File: src/rtl/hack_pkg.sv
// Shared definitions for the Hack CPU controller.
//   - Controller state encoding. ST_HALT exists only when HACK_CPU_STRICT_EN
//     is defined.
//   - Instruction field bit positions.
//   - Named comp-field opcodes.
//   - Jump-condition helper.
package hack_pkg;

  localparam int HACK_W    = 16;
  localparam int HACK_PC_W = 15;

  // Instruction field positions (C-instruction: 111a cccc ccdd djjj)
  localparam int C_BIT      = 15;
  localparam int A_BIT      = 12;
  localparam int COMP_HI    = 11;
  localparam int COMP_LO    = 6;
  localparam int DEST_A_BIT = 5;   // d1
  localparam int DEST_D_BIT = 4;   // d2
  localparam int DEST_M_BIT = 3;   // d3
  localparam int JUMP_HI    = 2;
  localparam int JUMP_LO    = 0;

  // Comp-field opcodes
  localparam logic [5:0] COMP_D_PLUS_A = 6'b000010;
  localparam logic [5:0] COMP_ZERO     = 6'b101010;

  typedef enum logic [2:0] {
    ST_FETCH  = 3'd0,
    ST_DECODE = 3'd1,
    ST_MEM_RD = 3'd2,
    ST_EXEC   = 3'd3,
    ST_MEM_WR = 3'd4
`ifdef HACK_CPU_STRICT_EN
    , ST_HALT = 3'd5
`endif
  } state_t;

  // Jump resolution from the j-bits and the ALU flags.
  function automatic logic jump_taken(input logic [2:0] j, input logic zr, input logic ng);
    return (j[2] & ng) | (j[1] & zr) | (j[0] & ~ng & ~zr);
  endfunction

endpackage

File: src/rtl/hack_cpu_ctrl_if.sv
// Fetch and data-memory bus of the Hack CPU controller.
// Signals:
//   pc, instr, instr_valid                 instruction ROM fetch
//   mem_req, mem_we, mem_addr, mem_wdata   data RAM request
//   mem_rdata, mem_ack                     data RAM response
// Modports:
//   master  CPU side
//   slave   memory side
interface hack_cpu_ctrl_if import hack_pkg::*; #(
  parameter int W    = HACK_W,
  parameter int PC_W = HACK_PC_W
);
  logic [PC_W-1:0] pc;
  logic [W-1:0]    instr;
  logic            instr_valid;
  logic            mem_req;
  logic            mem_we;
  logic [PC_W-1:0] mem_addr;
  logic [W-1:0]    mem_wdata;
  logic [W-1:0]    mem_rdata;
  logic            mem_ack;

  modport master (
    output pc,
    input  instr, instr_valid,
    output mem_req, mem_we, mem_addr, mem_wdata,
    input  mem_rdata, mem_ack
  );

  modport slave (
    input  pc,
    output instr, instr_valid,
    input  mem_req, mem_we, mem_addr, mem_wdata,
    output mem_rdata, mem_ack
  );
endinterface

File: src/rtl/hack_cpu_ctrl_alu.sv
// Hack ALU (module alu), purely combinational.
// Ports:
//   x, y              16-bit operands
//   zx, nx, zy, ny,   control bits
//   f, no
//   out               result
//   zr                result is zero
//   ng                result is negative
module alu (
  input  logic [15:0] x,
  input  logic [15:0] y,
  input  logic        zx,
  input  logic        nx,
  input  logic        zy,
  input  logic        ny,
  input  logic        f,
  input  logic        no,
  output logic [15:0] out,
  output logic        zr,
  output logic        ng
);
  logic [15:0] x1_s, x2_s, y1_s, y2_s, r_s, o_s;

  // Operand preset/negate, add-or-and, output negate, flags.
  always_comb begin
    x1_s = zx ? 16'h0000 : x;
    x2_s = nx ? ~x1_s : x1_s;
    y1_s = zy ? 16'h0000 : y;
    y2_s = ny ? ~y1_s : y1_s;
    r_s  = f ? (x2_s + y2_s) : (x2_s & y2_s);
    o_s  = no ? ~r_s : r_s;
    out  = o_s;
    zr   = (o_s == 16'h0000);
    ng   = o_s[15];
  end
endmodule

File: src/rtl/hack_cpu_ctrl.sv
// Multi-cycle Hack CPU controller.
//   - Owns the A, D and PC registers.
//   - Fetches instructions over bus (valid handshake).
//   - Reads/writes data memory over bus (req/ack handshake).
//   - Drives the alu with x=D and y=A or MDR, plus the six comp bits.
// Ports:
//   clk, reset      rising-edge clock, async active-high reset
//   bus             hack_cpu_ctrl_if.master
//                     pc, instr, instr_valid,
//                     mem_req, mem_we, mem_addr, mem_wdata,
//                     mem_rdata, mem_ack
//   a_reg, d_reg    A and D registers, for observability
//   illegal         only with HACK_CPU_STRICT_EN; high while halted
// Build option HACK_CPU_STRICT_EN:
//   A C-instruction whose bits [14:13] are not 2'b11 halts the core until
//   reset. Without the option those bits are ignored.
module hack_cpu_ctrl import hack_pkg::*; #(
  parameter int W    = HACK_W,
  parameter int PC_W = HACK_PC_W
) (
  input  logic          clk,
  input  logic          reset,
  hack_cpu_ctrl_if.master bus,
  output logic [W-1:0]  a_reg,
  output logic [W-1:0]  d_reg
`ifdef HACK_CPU_STRICT_EN
  , output logic        illegal
`endif
);

  localparam logic [PC_W-1:0] PC_ONE = {{(PC_W-1){1'b0}}, 1'b1};

  state_t state_r, state_s;
  logic [PC_W-1:0] pc_r, pc_s;
  logic [W-1:0]    a_r, a_s;
  logic [W-1:0]    d_r, d_s;
  logic [W-1:0]    ir_r, ir_s;
  logic [W-1:0]    mdr_r, mdr_s;
  logic [W-1:0]    wdr_r, wdr_s;
  logic            mem_req_r, mem_req_s;
  logic            mem_we_r, mem_we_s;

  logic [5:0]      comp_s;
  logic [W-1:0]    alu_y_s;
  logic [W-1:0]    alu_out_s;
  logic            zr_s, ng_s, jmp_s;
  logic [W-1:0]    commit_a_s, commit_d_s;
  logic [PC_W-1:0] commit_pc_s;

  // ALU operand and control selection from the held instruction.
  always_comb begin
    comp_s  = ir_r[COMP_HI:COMP_LO];
    alu_y_s = ir_r[A_BIT] ? mdr_r : a_r;
  end

  alu u_alu (
    .x   (d_r),
    .y   (alu_y_s),
    .zx  (comp_s[5]),
    .nx  (comp_s[4]),
    .zy  (comp_s[3]),
    .ny  (comp_s[2]),
    .f   (comp_s[1]),
    .no  (comp_s[0]),
    .out (alu_out_s),
    .zr  (zr_s),
    .ng  (ng_s)
  );

  // Register values a C-instruction retires with.
  // D, A and MDR stay put between EXEC and the MEM_WR ack, so the live ALU
  // result and flags are still those of the instruction. a_r here is the
  // pre-instruction A, which the jump target must use.
  always_comb begin
    jmp_s       = jump_taken(ir_r[JUMP_HI:JUMP_LO], zr_s, ng_s);
    commit_a_s  = ir_r[DEST_A_BIT] ? alu_out_s : a_r;
    commit_d_s  = ir_r[DEST_D_BIT] ? alu_out_s : d_r;
    commit_pc_s = jmp_s ? a_r[PC_W-1:0] : (pc_r + PC_ONE);
  end

  // Next-state and next-register logic of the controller FSM.
  always_comb begin
    state_s = state_r;
    pc_s    = pc_r;
    a_s     = a_r;
    d_s     = d_r;
    ir_s    = ir_r;
    mdr_s   = mdr_r;
    wdr_s   = wdr_r;
    case (state_r)
      ST_FETCH: begin
        if (bus.instr_valid) begin
          ir_s    = bus.instr;
          state_s = ST_DECODE;
        end else begin
          state_s = ST_FETCH;
        end
      end
      ST_DECODE: begin
        if (!ir_r[C_BIT]) begin
          a_s     = ir_r;
          pc_s    = pc_r + PC_ONE;
          state_s = ST_FETCH;
        end
`ifdef HACK_CPU_STRICT_EN
        else if (ir_r[14:13] != 2'b11) begin
          state_s = ST_HALT;
        end
`endif
        else if (ir_r[A_BIT]) begin
          state_s = ST_MEM_RD;
        end else begin
          state_s = ST_EXEC;
        end
      end
      ST_MEM_RD: begin
        if (bus.mem_ack) begin
          mdr_s   = bus.mem_rdata;
          state_s = ST_EXEC;
        end else begin
          state_s = ST_MEM_RD;
        end
      end
      ST_EXEC: begin
        if (ir_r[DEST_M_BIT]) begin
          // Memory write first. A/D/PC retire on the write ack.
          wdr_s   = alu_out_s;
          state_s = ST_MEM_WR;
        end else begin
          a_s     = commit_a_s;
          d_s     = commit_d_s;
          pc_s    = commit_pc_s;
          state_s = ST_FETCH;
        end
      end
      ST_MEM_WR: begin
        if (bus.mem_ack) begin
          a_s     = commit_a_s;
          d_s     = commit_d_s;
          pc_s    = commit_pc_s;
          state_s = ST_FETCH;
        end else begin
          state_s = ST_MEM_WR;
        end
      end
`ifdef HACK_CPU_STRICT_EN
      ST_HALT: begin
        state_s = ST_HALT;
      end
`endif
      default: begin
        state_s = ST_FETCH;
      end
    endcase
    // Request strobes are registered copies of the state being entered.
    mem_req_s = (state_s == ST_MEM_RD) || (state_s == ST_MEM_WR);
    mem_we_s  = (state_s == ST_MEM_WR);
  end

  // State and architectural registers. Async reset drops mem_req at once.
  always_ff @(posedge clk or posedge reset) begin
    if (reset) begin
      state_r   <= ST_FETCH;
      pc_r      <= {PC_W{1'b0}};
      a_r       <= {W{1'b0}};
      d_r       <= {W{1'b0}};
      ir_r      <= {W{1'b0}};
      mdr_r     <= {W{1'b0}};
      wdr_r     <= {W{1'b0}};
      mem_req_r <= 1'b0;
      mem_we_r  <= 1'b0;
    end else begin
      state_r   <= state_s;
      pc_r      <= pc_s;
      a_r       <= a_s;
      d_r       <= d_s;
      ir_r      <= ir_s;
      mdr_r     <= mdr_s;
      wdr_r     <= wdr_s;
      mem_req_r <= mem_req_s;
      mem_we_r  <= mem_we_s;
    end
  end

`ifdef HACK_CPU_STRICT_EN
  logic illegal_r;

  // Halt indicator, registered alongside the state.
  always_ff @(posedge clk or posedge reset) begin
    if (reset) begin
      illegal_r <= 1'b0;
    end else begin
      illegal_r <= (state_s == ST_HALT);
    end
  end

  assign illegal = illegal_r;
`else
  // Bits [14:13] carry no meaning in the permissive build.
  logic unused_ir_s;
  assign unused_ir_s = ^ir_r[14:13];
`endif

  assign bus.pc        = pc_r;
  assign bus.mem_req   = mem_req_r;
  assign bus.mem_we    = mem_we_r;
  assign bus.mem_addr  = a_r[PC_W-1:0];
  assign bus.mem_wdata = wdr_r;
  assign a_reg         = a_r;
  assign d_reg         = d_r;

endmodule

File: src/flat_wrapper.sv
// flat-port wrapper written by rule: the top's interface ports become plain ports
module hack_cpu_ctrl_flat import hack_pkg::*;
#(
  parameter int W    = HACK_W,
  parameter int PC_W = HACK_PC_W
)
  (clk, reset, a_reg, d_reg, bus_pc, bus_instr, bus_instr_valid, bus_mem_req, bus_mem_we, bus_mem_addr, bus_mem_wdata, bus_mem_rdata, bus_mem_ack);
  hack_cpu_ctrl_if #(.W(W), .PC_W(PC_W)) bus_i ();
  input  logic clk;
  input  logic reset;
  output logic [W-1:0] a_reg;
  output logic [W-1:0] d_reg;
  output wire logic [$bits(bus_i.pc)-1:0] bus_pc;
  input wire logic [$bits(bus_i.instr)-1:0] bus_instr;
  input wire logic [$bits(bus_i.instr_valid)-1:0] bus_instr_valid;
  output wire logic [$bits(bus_i.mem_req)-1:0] bus_mem_req;
  output wire logic [$bits(bus_i.mem_we)-1:0] bus_mem_we;
  output wire logic [$bits(bus_i.mem_addr)-1:0] bus_mem_addr;
  output wire logic [$bits(bus_i.mem_wdata)-1:0] bus_mem_wdata;
  input wire logic [$bits(bus_i.mem_rdata)-1:0] bus_mem_rdata;
  input wire logic [$bits(bus_i.mem_ack)-1:0] bus_mem_ack;
  assign bus_pc = bus_i.pc;
  assign bus_i.instr = bus_instr;
  assign bus_i.instr_valid = bus_instr_valid;
  assign bus_mem_req = bus_i.mem_req;
  assign bus_mem_we = bus_i.mem_we;
  assign bus_mem_addr = bus_i.mem_addr;
  assign bus_mem_wdata = bus_i.mem_wdata;
  assign bus_i.mem_rdata = bus_mem_rdata;
  assign bus_i.mem_ack = bus_mem_ack;
  hack_cpu_ctrl #(.W(W), .PC_W(PC_W)) u_core (.clk(clk), .reset(reset), .bus(bus_i), .a_reg(a_reg), .d_reg(d_reg));
endmodule
File: config.mk
export PLATFORM = sky130hd
export DESIGN_NAME = hack_cpu_ctrl_flat
export DESIGN_NICKNAME = d
export VERILOG_FILES = /design/src/rtl/hack_pkg.sv /design/src/rtl/hack_cpu_ctrl_if.sv /design/src/rtl/hack_cpu_ctrl_alu.sv /design/src/rtl/hack_cpu_ctrl.sv /design/src/flat_wrapper.sv
export SDC_FILE = /design/constraint.sdc
export NUM_CORES = 1
export LEC_CHECK = 0
export ABC_AREA = 0
export CAP_MARGIN = 20
export CORE_AREA = 4 4 113 115
export CTS_CLUSTER_SIZE = 24
export DETAILED_ROUTE_END_ITERATION = 6
export DIE_AREA = 0 0 117 119
export GPL_TIMING_DRIVEN = 0
export HOLD_SLACK_MARGIN = 0.05
export PLACE_DENSITY = 0.82
export SKIP_LAST_GASP = 1
export SYNTH_ARGS = -nofsm -noshare
export SYNTH_HDL_FRONTEND = slang
export SYNTH_SLANG_ARGS = --single-unit
export TNS_END_PERCENT = 5
File: constraint.sdc
create_clock -name clk -period 6.9 [get_ports clk]
set_clock_uncertainty 0.1 [all_clocks]
set_input_delay 1.035 -clock clk [delete_from_list [all_inputs] [get_ports clk]]
set_output_delay 1.035 -clock clk [all_outputs]
set_load 0.01 [all_outputs]
==> flow_summary_export.csv, run 1 <==
group,metric,value,unit
timing,setup_violations,0,
worst_setup_path,cp_top_family,"simple AND/OR/NAND/NOR gates",
detailed_routing,drc_errors,0,
die,start_util,54.2,%
global_routing,grt_util_all_layers,28.9,%
synthesis,syn_inst,700,
global_routing,grt_max_degree,61,
global_routing,globalRoute.totalOverflow,0,
die,rows,40,
detailed_routing,drtIter0Drc,587,
layout,fin_nets,882,
timing,worst-slew-pin-transition,800,ps
die,fp.dieH,119,um
layout,fillCellCount,954,
timing,min_period,5980,ps
placement,dpl.hpwl,15200,um
synthesis,ys_types,72,
worst_setup_path,crit_chain,"clkbuf_1 -> clkbuf_1 -> mux2i_1 -> nor2_1 -> xor2_1 -> ha_1 -> a21oi_1 -> nand4b_1 -> nor3_1 -> nor4_1 -> a21boi_0 -> nor4_2 -> nand4_1 -> o31a_1 -> a21oi_4 -> buf_6 -> mux2i_1 -> a21oi_1",
synthesis,synth-main-ff-cell,"dfrtp_1",
worst_setup_path,critPathMaxFanout,10,
clock_network,h-tree-depth,3,
worst_setup_path,reg2regPathDepth,18,
min_path,hp-start,"u_core.bus.mem_wdata[13]$_DFFE_PP0P_",
worst_setup_path,reg2reg_setup_slack,920,ps
synthesis,syn_avg_cell_area,9.15,um^2
synthesis,synth_seq_cells,100,
global_routing,antenna_found_initial,0,
synthesis,synthTopCellsByArea,"dfrtp_1, mux2_2, o21ai_0, mux2i_1, nand2_1",
die,boundaryPins,116,
worst_setup_path,cp_data_arrival_time,6080,ps
detailed_routing,dr.pass1.iters,5,
global_routing,grt_pass1_wl,31200,um
synthesis,synth_top_area_share,39.1,%
min_path,hold_depth,2,
detailed_routing,num_vias,6005,
synthesis,synth_seq_area_share,39.1,%
status,status,"completed",
die,die_area,13900,um^2
detailed_routing,wl_per_cell,20.5,um
worst_setup_path,critPathSlowestCell,"nor4_2",
clock_network,clkSinkCount,100,
synthesis,netlist_area,6410,um^2
timing,maxSlewHeadroom,46.7,%
detailed_routing,ant_nets,0,
worst_setup_path,cpPeakStageDelay,650,ps
synthesis,yosys_warnings,0,
clock_network,cts_tree,"built",
worst_setup_path,crit_path_end_kind,"flop",
synthesis,synth_nets,754,
clock_network,numCtsBuffers,9,
clock_network,cts_buffer_depth,2,
min_path,hp-class,"flop to flop",
timing,finalMaxSlewViolations,0,
synthesis,yosysTopAreaCell,"dfrtp_1",
global_routing,grt_pass1_vias,5778,
worst_setup_path,r2r-end,"u_core.bus.pc[1]$_DFFE_PP0P_",
worst_setup_path,path_class,"flop to flop",
clock_network,cts-root-buf,"clkbuf_16",
layout,drive_above_1_share,10.4,%
worst_setup_path,crit_path_start_kind,"flop",
placement,portBuffers,115,
clock_network,clock_latency,350,ps
timing,max_freq,167,MHz
clock_network,cts_hold_buf,0,
layout,multiInputGateArea,3550,um^2
timing,rsz0062_at_grt,"no",
clock_network,clk_pin_slew,70,ps
layout,diodes,0,
clock_network,cts_resized,0,
job,drv_cap,0,
layout,area_growth,26.3,%
die,coreArea,11800,um^2
worst_setup_path,reg2reg_from,"u_core.ir_r[12]$_DFFE_PP0P_",
detailed_routing,vias_per_cell,6.13,
timing,fin_crit_sh,86.6,%
worst_setup_path,critPathRequiredTime,7010,ps
synthesis,synth_edf_count,0,
detailed_routing,postRouteWirelength,20100,um
timing,timing.final.hold_violations,0,
min_path,min_to,"u_core.bus.mem_wdata[13]$_DFFE_PP0P_",
die,die_w,117,um
layout,seqCellArea,2500,um^2
synthesis,async_reset_ff_share,100,%
worst_setup_path,cp_num_buf_inv,3,
clock_network,cts_setup_buffers,0,
placement,place.gp.congestion,0.954,
timing,tns,0,ps
## synth_stat cells (4+ instances only)
cell / number
inv_1: 17
dfrtp_1: 100
a21o_1: 6
nor2b_1: 10
mux2i_1: 29
xnor2_1: 20
nand2_1: 70
nand3_1: 16
nand2b_1: 24
a31oi_1: 8
nor3b_1: 5
o31ai_1: 4
or3_1: 6
clkbuf_1: 32
nand4_1: 5
mux2_2: 32
nor3_1: 6
buf_1: 7
o21ai_0: 63
a21oi_1: 35
and3_1: 8
nor2_1: 54
nand3b_1: 5
ha_1: 17
buf_4: 15
xor2_1: 28
o21a_1: 4
## layer usage
layer	vias to the layer above	global-route usage [%]	part of all wire (%)
li1	2705	-	-
met1	2935	42.1	43
met2	323	43.8	46
met3	42	4.42	7.9
met4	0	9.89	2.6
met5	-	0	0
## tightest hold or removal path: stages, from the launching register on
cell     delay (ps)
dfrtp_1         350
nand2_1          50
o21ai_0          60
## per-stage QoR
stage          hold WS [ps]  instance area (um^2)  setup WS [ps]  util (%)  std cells
2_1_floorplan           380                  6410           2400         -        700
3_3_place_gp            371                  7740           1010      65.6        962
3_5_place_dp            377                  7790            975      65.9        964
4_1_cts                 397                  8090            956      68.5        980
5_1_grt                 416                  8090            557      68.5        980
6_report                395                  8090            925      68.5        980
## how the worst max path moves through the flow
| stage | endpoint | slack, ps | depth (start not counted) | start |
|---|---|---|---|---|
| 2_1_floorplan | u_core.bus.pc[14]$_DFFE_PP0P_ | 2400 | 17 | u_core.ir_r[12]$_DFFE_PP0P_ |
| 3_3_place_gp | u_core.bus.pc[4]$_DFFE_PP0P_ | 1010 | 18 | u_core.ir_r[12]$_DFFE_PP0P_ |
| 3_5_place_dp | u_core.bus.pc[1]$_DFFE_PP0P_ | 980 | 18 | u_core.ir_r[12]$_DFFE_PP0P_ |
| 4_1_cts | u_core.bus.pc[1]$_DFFE_PP0P_ | 960 | 18 | u_core.ir_r[12]$_DFFE_PP0P_ |
| 5_1_grt | u_core.bus.pc[1]$_DFFE_PP0P_ | 560 | 18 | u_core.ir_r[12]$_DFFE_PP0P_ |
| 6_report | u_core.bus.pc[1]$_DFFE_PP0P_ | 920 | 18 | u_core.ir_r[12]$_DFFE_PP0P_ |
## layout make-up
type / count / area share [%]
multi-input combinational: 524 / 43.9
sequential: 100 / 30.9
timing repair buffer: 117 / 14.7
buffer: 59 / 3.66
clock buffer: 10 / 2.95
tap: 147 / 2.27
clock inverter: 6 / 0.850
inverter: 17 / 0.819
## cells by family (layout without fill, tap and decap cells)
logic type	after synthesis	in the layout	synth area share (%)
compound gates	165	165	16.6
mux	62	62	10.3
buf+inv	76	209	5.62
fa+ha+maj	18	18	3.63
simple gates	231	231	18.2
flops	100	100	39.1
xor+xnor	48	48	6.56
## layout by cell type, fill, tap and decap left out, types with 9 or more instances in the layout
cell and instances:
clkbuf_16 9, clkbuf_1 32, xnor2_1 20, mux2_2 32, mux2i_1 29, clkdlybuf4s50_1 115
nor2_1 54, nor2b_1 10, buf_4 16, nand2_1 70, a21oi_1 35, nand3_1 16
ha_1 17, nand2b_1 24, dfrtp_1 100, o21ai_0 63, inv_1 16, xor2_1 28
Power of run 1 is left out: the tool's default activity adds up to more than one toggle a clock period on the data nets, which glitch-free logic cannot reach.
==> inputs of run 2 (changes only) <==
--- a/config.mk
+++ b/config.mk
@@ -11,6 +11,7 @@
 export CTS_CLUSTER_SIZE = 24
 export DETAILED_ROUTE_END_ITERATION = 6
 export DIE_AREA = 0 0 117 119
+export GPL_ROUTABILITY_DRIVEN = 0
 export GPL_TIMING_DRIVEN = 0
 export HOLD_SLACK_MARGIN = 0.05
 export PLACE_DENSITY = 0.82
==> run 2 against run 1 <==
  * Core utilization down 0.22 points
  * Register-to-register slack worse by 50 ps
  * Final cell count unchanged
  * Wire length down 2.1%
  * Largest cell class unchanged
  * Flip-flop and latch count unchanged
  * Hold slack better by 12 ps
  * Non-clock buffer count unchanged
  * Fmax down 0.89%
  * Global-route usage down 0.65 points
  * Critical path depth up 1
  * Worst setup slack worse by 54 ps
==> flow_summary_export.csv, run 2 (synthesis results as in run 1) <==
group,metric,value,unit
status,status,"completed",
detailed_routing,drtIter0Drc,804,
placement,portBuffers,115,
clock_network,cts-root-buf,"clkbuf_16",
detailed_routing,vias_per_cell,6.17,
timing,setup_violations,0,
clock_network,clock_latency,360,ps
layout,mostFrequentLayoutCell,"clkdlybuf4s50_1",
detailed_routing,dr.pass1.iters,6,
timing,fin_crit_sh,87.4,%
timing,rsz0062_at_grt,"no",
clock_network,clkSinkCount,100,
global_routing,grt_pass1_vias,5935,
layout,drive_above_1_share,10.4,%
die,boundaryPins,116,
layout,area_growth,25.9,%
detailed_routing,drc_errors,0,
layout,fillCellCount,926,
worst_setup_path,critPathRequiredTime,7090,ps
worst_setup_path,critPathSlowestCell,"nor4_2",
min_path,hp-class,"flop to flop",
worst_setup_path,cp_num_buf_inv,4,
worst_setup_path,crit_chain,"clkbuf_1 -> clkbuf_1 -> mux2i_1 -> nor2_1 -> xor2_1 -> ha_1 -> buf_2 -> o21ai_0 -> nor2_1 -> o21ai_0 -> nor4_1 -> nor4b_1 -> nor4_2 -> nand4_1 -> o31a_1 -> a21oi_4 -> buf_6 -> mux2i_1 -> a21boi_1",
worst_setup_path,cp_top_family,"simple AND/OR/NAND/NOR gates",
clock_network,cts_buffer_depth,2,
die,rows,40,
timing,tns,0,ps
die,die_area,13900,um^2
die,start_util,54.2,%
clock_network,cts_resized,0,
global_routing,grt_max_degree,67,
worst_setup_path,crit_path_end_kind,"flop",
timing,min_period,6030,ps
timing,max_freq,166,MHz
layout,fin_cells,980,
die,coreArea,11800,um^2
detailed_routing,num_vias,6043,
worst_setup_path,cpPeakStageDelay,750,ps
clock_network,cts_tree,"built",
clock_network,numCtsBuffers,9,
layout,fin_nets,882,
global_routing,globalRoute.totalOverflow,0,
placement,dpl.hpwl,14700,um
clock_network,cts_hold_buf,0,
global_routing,grt_util_all_layers,28.3,%
layout,diodes,0,
clock_network,cts_setup_buffers,0,
die,fp.dieH,119,um
die,die_w,117,um
clock_network,clk_pin_slew,70,ps
timing,timing.final.hold_violations,0,
worst_setup_path,cp_data_arrival_time,6220,ps
layout,final_cell_mix,"clkdlybuf4s50_1, dfrtp_1, nand2_1",
timing,finalMaxSlewViolations,0,
timing,worst-slew-pin-transition,803,ps
job,drv_cap,0,
worst_setup_path,crit_path_start_kind,"flop",
clock_network,h-tree-depth,3,
detailed_routing,postRouteWirelength,19600,um
worst_setup_path,critPathMaxFanout,10,
global_routing,grt_pass1_wl,30800,um
placement,placedCellCount,964,
detailed_routing,wl_per_cell,20.0,um
detailed_routing,ant_nets,0,
global_routing,antenna_found_initial,0,
worst_setup_path,path_class,"flop to flop",
timing,maxSlewHeadroom,46.0,%
-- run 2: cell types whose count changed in the layout (fill, tap and decap cells not counted) --
cell        delta
inv_8          +1
clkinvlp_4     -1
clkbuf_8       -1
inv_6          -1
clkinv_2       +1
clkinv_4       +2
bufinv_16      -1
-- run 2: area by class of cell --
type | instances | area (um^2) | share of cell area (%)
Buffer | 59 | 297 | 3.68
Clock buffer | 9 | 225 | 2.79
Inverter | 17 | 66.3 | 0.822
Clock inverter | 7 | 56.3 | 0.698
Multi-Input combinational cell | 524 | 3550 | 44.0
Sequential cell | 100 | 2500 | 31.0
Timing Repair Buffer | 117 | 1190 | 14.7
Tap cell | 147 | 184 | 2.28
-- run 2: layer usage --
metal | GRT usage (%) | vias to the layer above | share of wire (%)
met5 | 0 | - | 0
met3 | 5.84 | 55 | 10
met2 | 42.4 | 389 | 45
li1 | - | 2703 | -
met4 | 11.4 | 0 | 3.4
met1 | 39.8 | 2896 | 41
-- run 2: worst reg2reg max path, cell delays in order, from the launching register on --
cell	delay, ps
dfrtp_1	330
clkbuf_1	590
clkbuf_1	590
mux2i_1	290
nor2_1	70
xor2_1	190
ha_1	340
buf_2	200
o21ai_0	100
nor2_1	220
o21ai_0	110
nor4_1	400
nor4b_1	130
nor4_2	750
nand4_1	260
o31a_1	380
a21oi_4	300
buf_6	230
mux2i_1	200
a21boi_1	170
-- run 2: stage by stage --
step                area, um^2  utilization, %  worst slack (ps)  hold WS, ps
finish                    8070            68.3               871          407
global route              8070            68.3               670          430
CTS                       8070            68.3              1120          402
detailed placement        7790            65.9              1160          380
global placement          7740            65.6              1270          371
floorplan                 6410               -              2400          380
-- run 2: final timing paths --
| path | startpoint | endpoint | slack, ps | cells after the start |
|---|---|---|---|---|
| min in group asynchronous | reset | u_core.bus.pc[0]$_DFFE_PP0P_ | 960 | 2 |
| max in group asynchronous | reset | u_core.bus.pc[10]$_DFFE_PP0P_ | 5070 | 3 |
| worst min register to register | u_core.bus.mem_wdata[10]$_DFFE_PP0P_ | u_core.bus.mem_wdata[10]$_DFFE_PP0P_ | 410 | 2 |
| worst max-delay path | u_core.ir_r[12]$_DFFE_PP0P_ | u_core.bus.pc[7]$_DFFE_PP0P_ | 870 | 19 |
| worst max register to register | u_core.ir_r[12]$_DFFE_PP0P_ | u_core.bus.pc[7]$_DFFE_PP0P_ | 870 | 19 |
| worst min-delay path | u_core.bus.mem_wdata[10]$_DFFE_PP0P_ | u_core.bus.mem_wdata[10]$_DFFE_PP0P_ | 410 | 2 |
Power of run 2 is left out for the same reason.
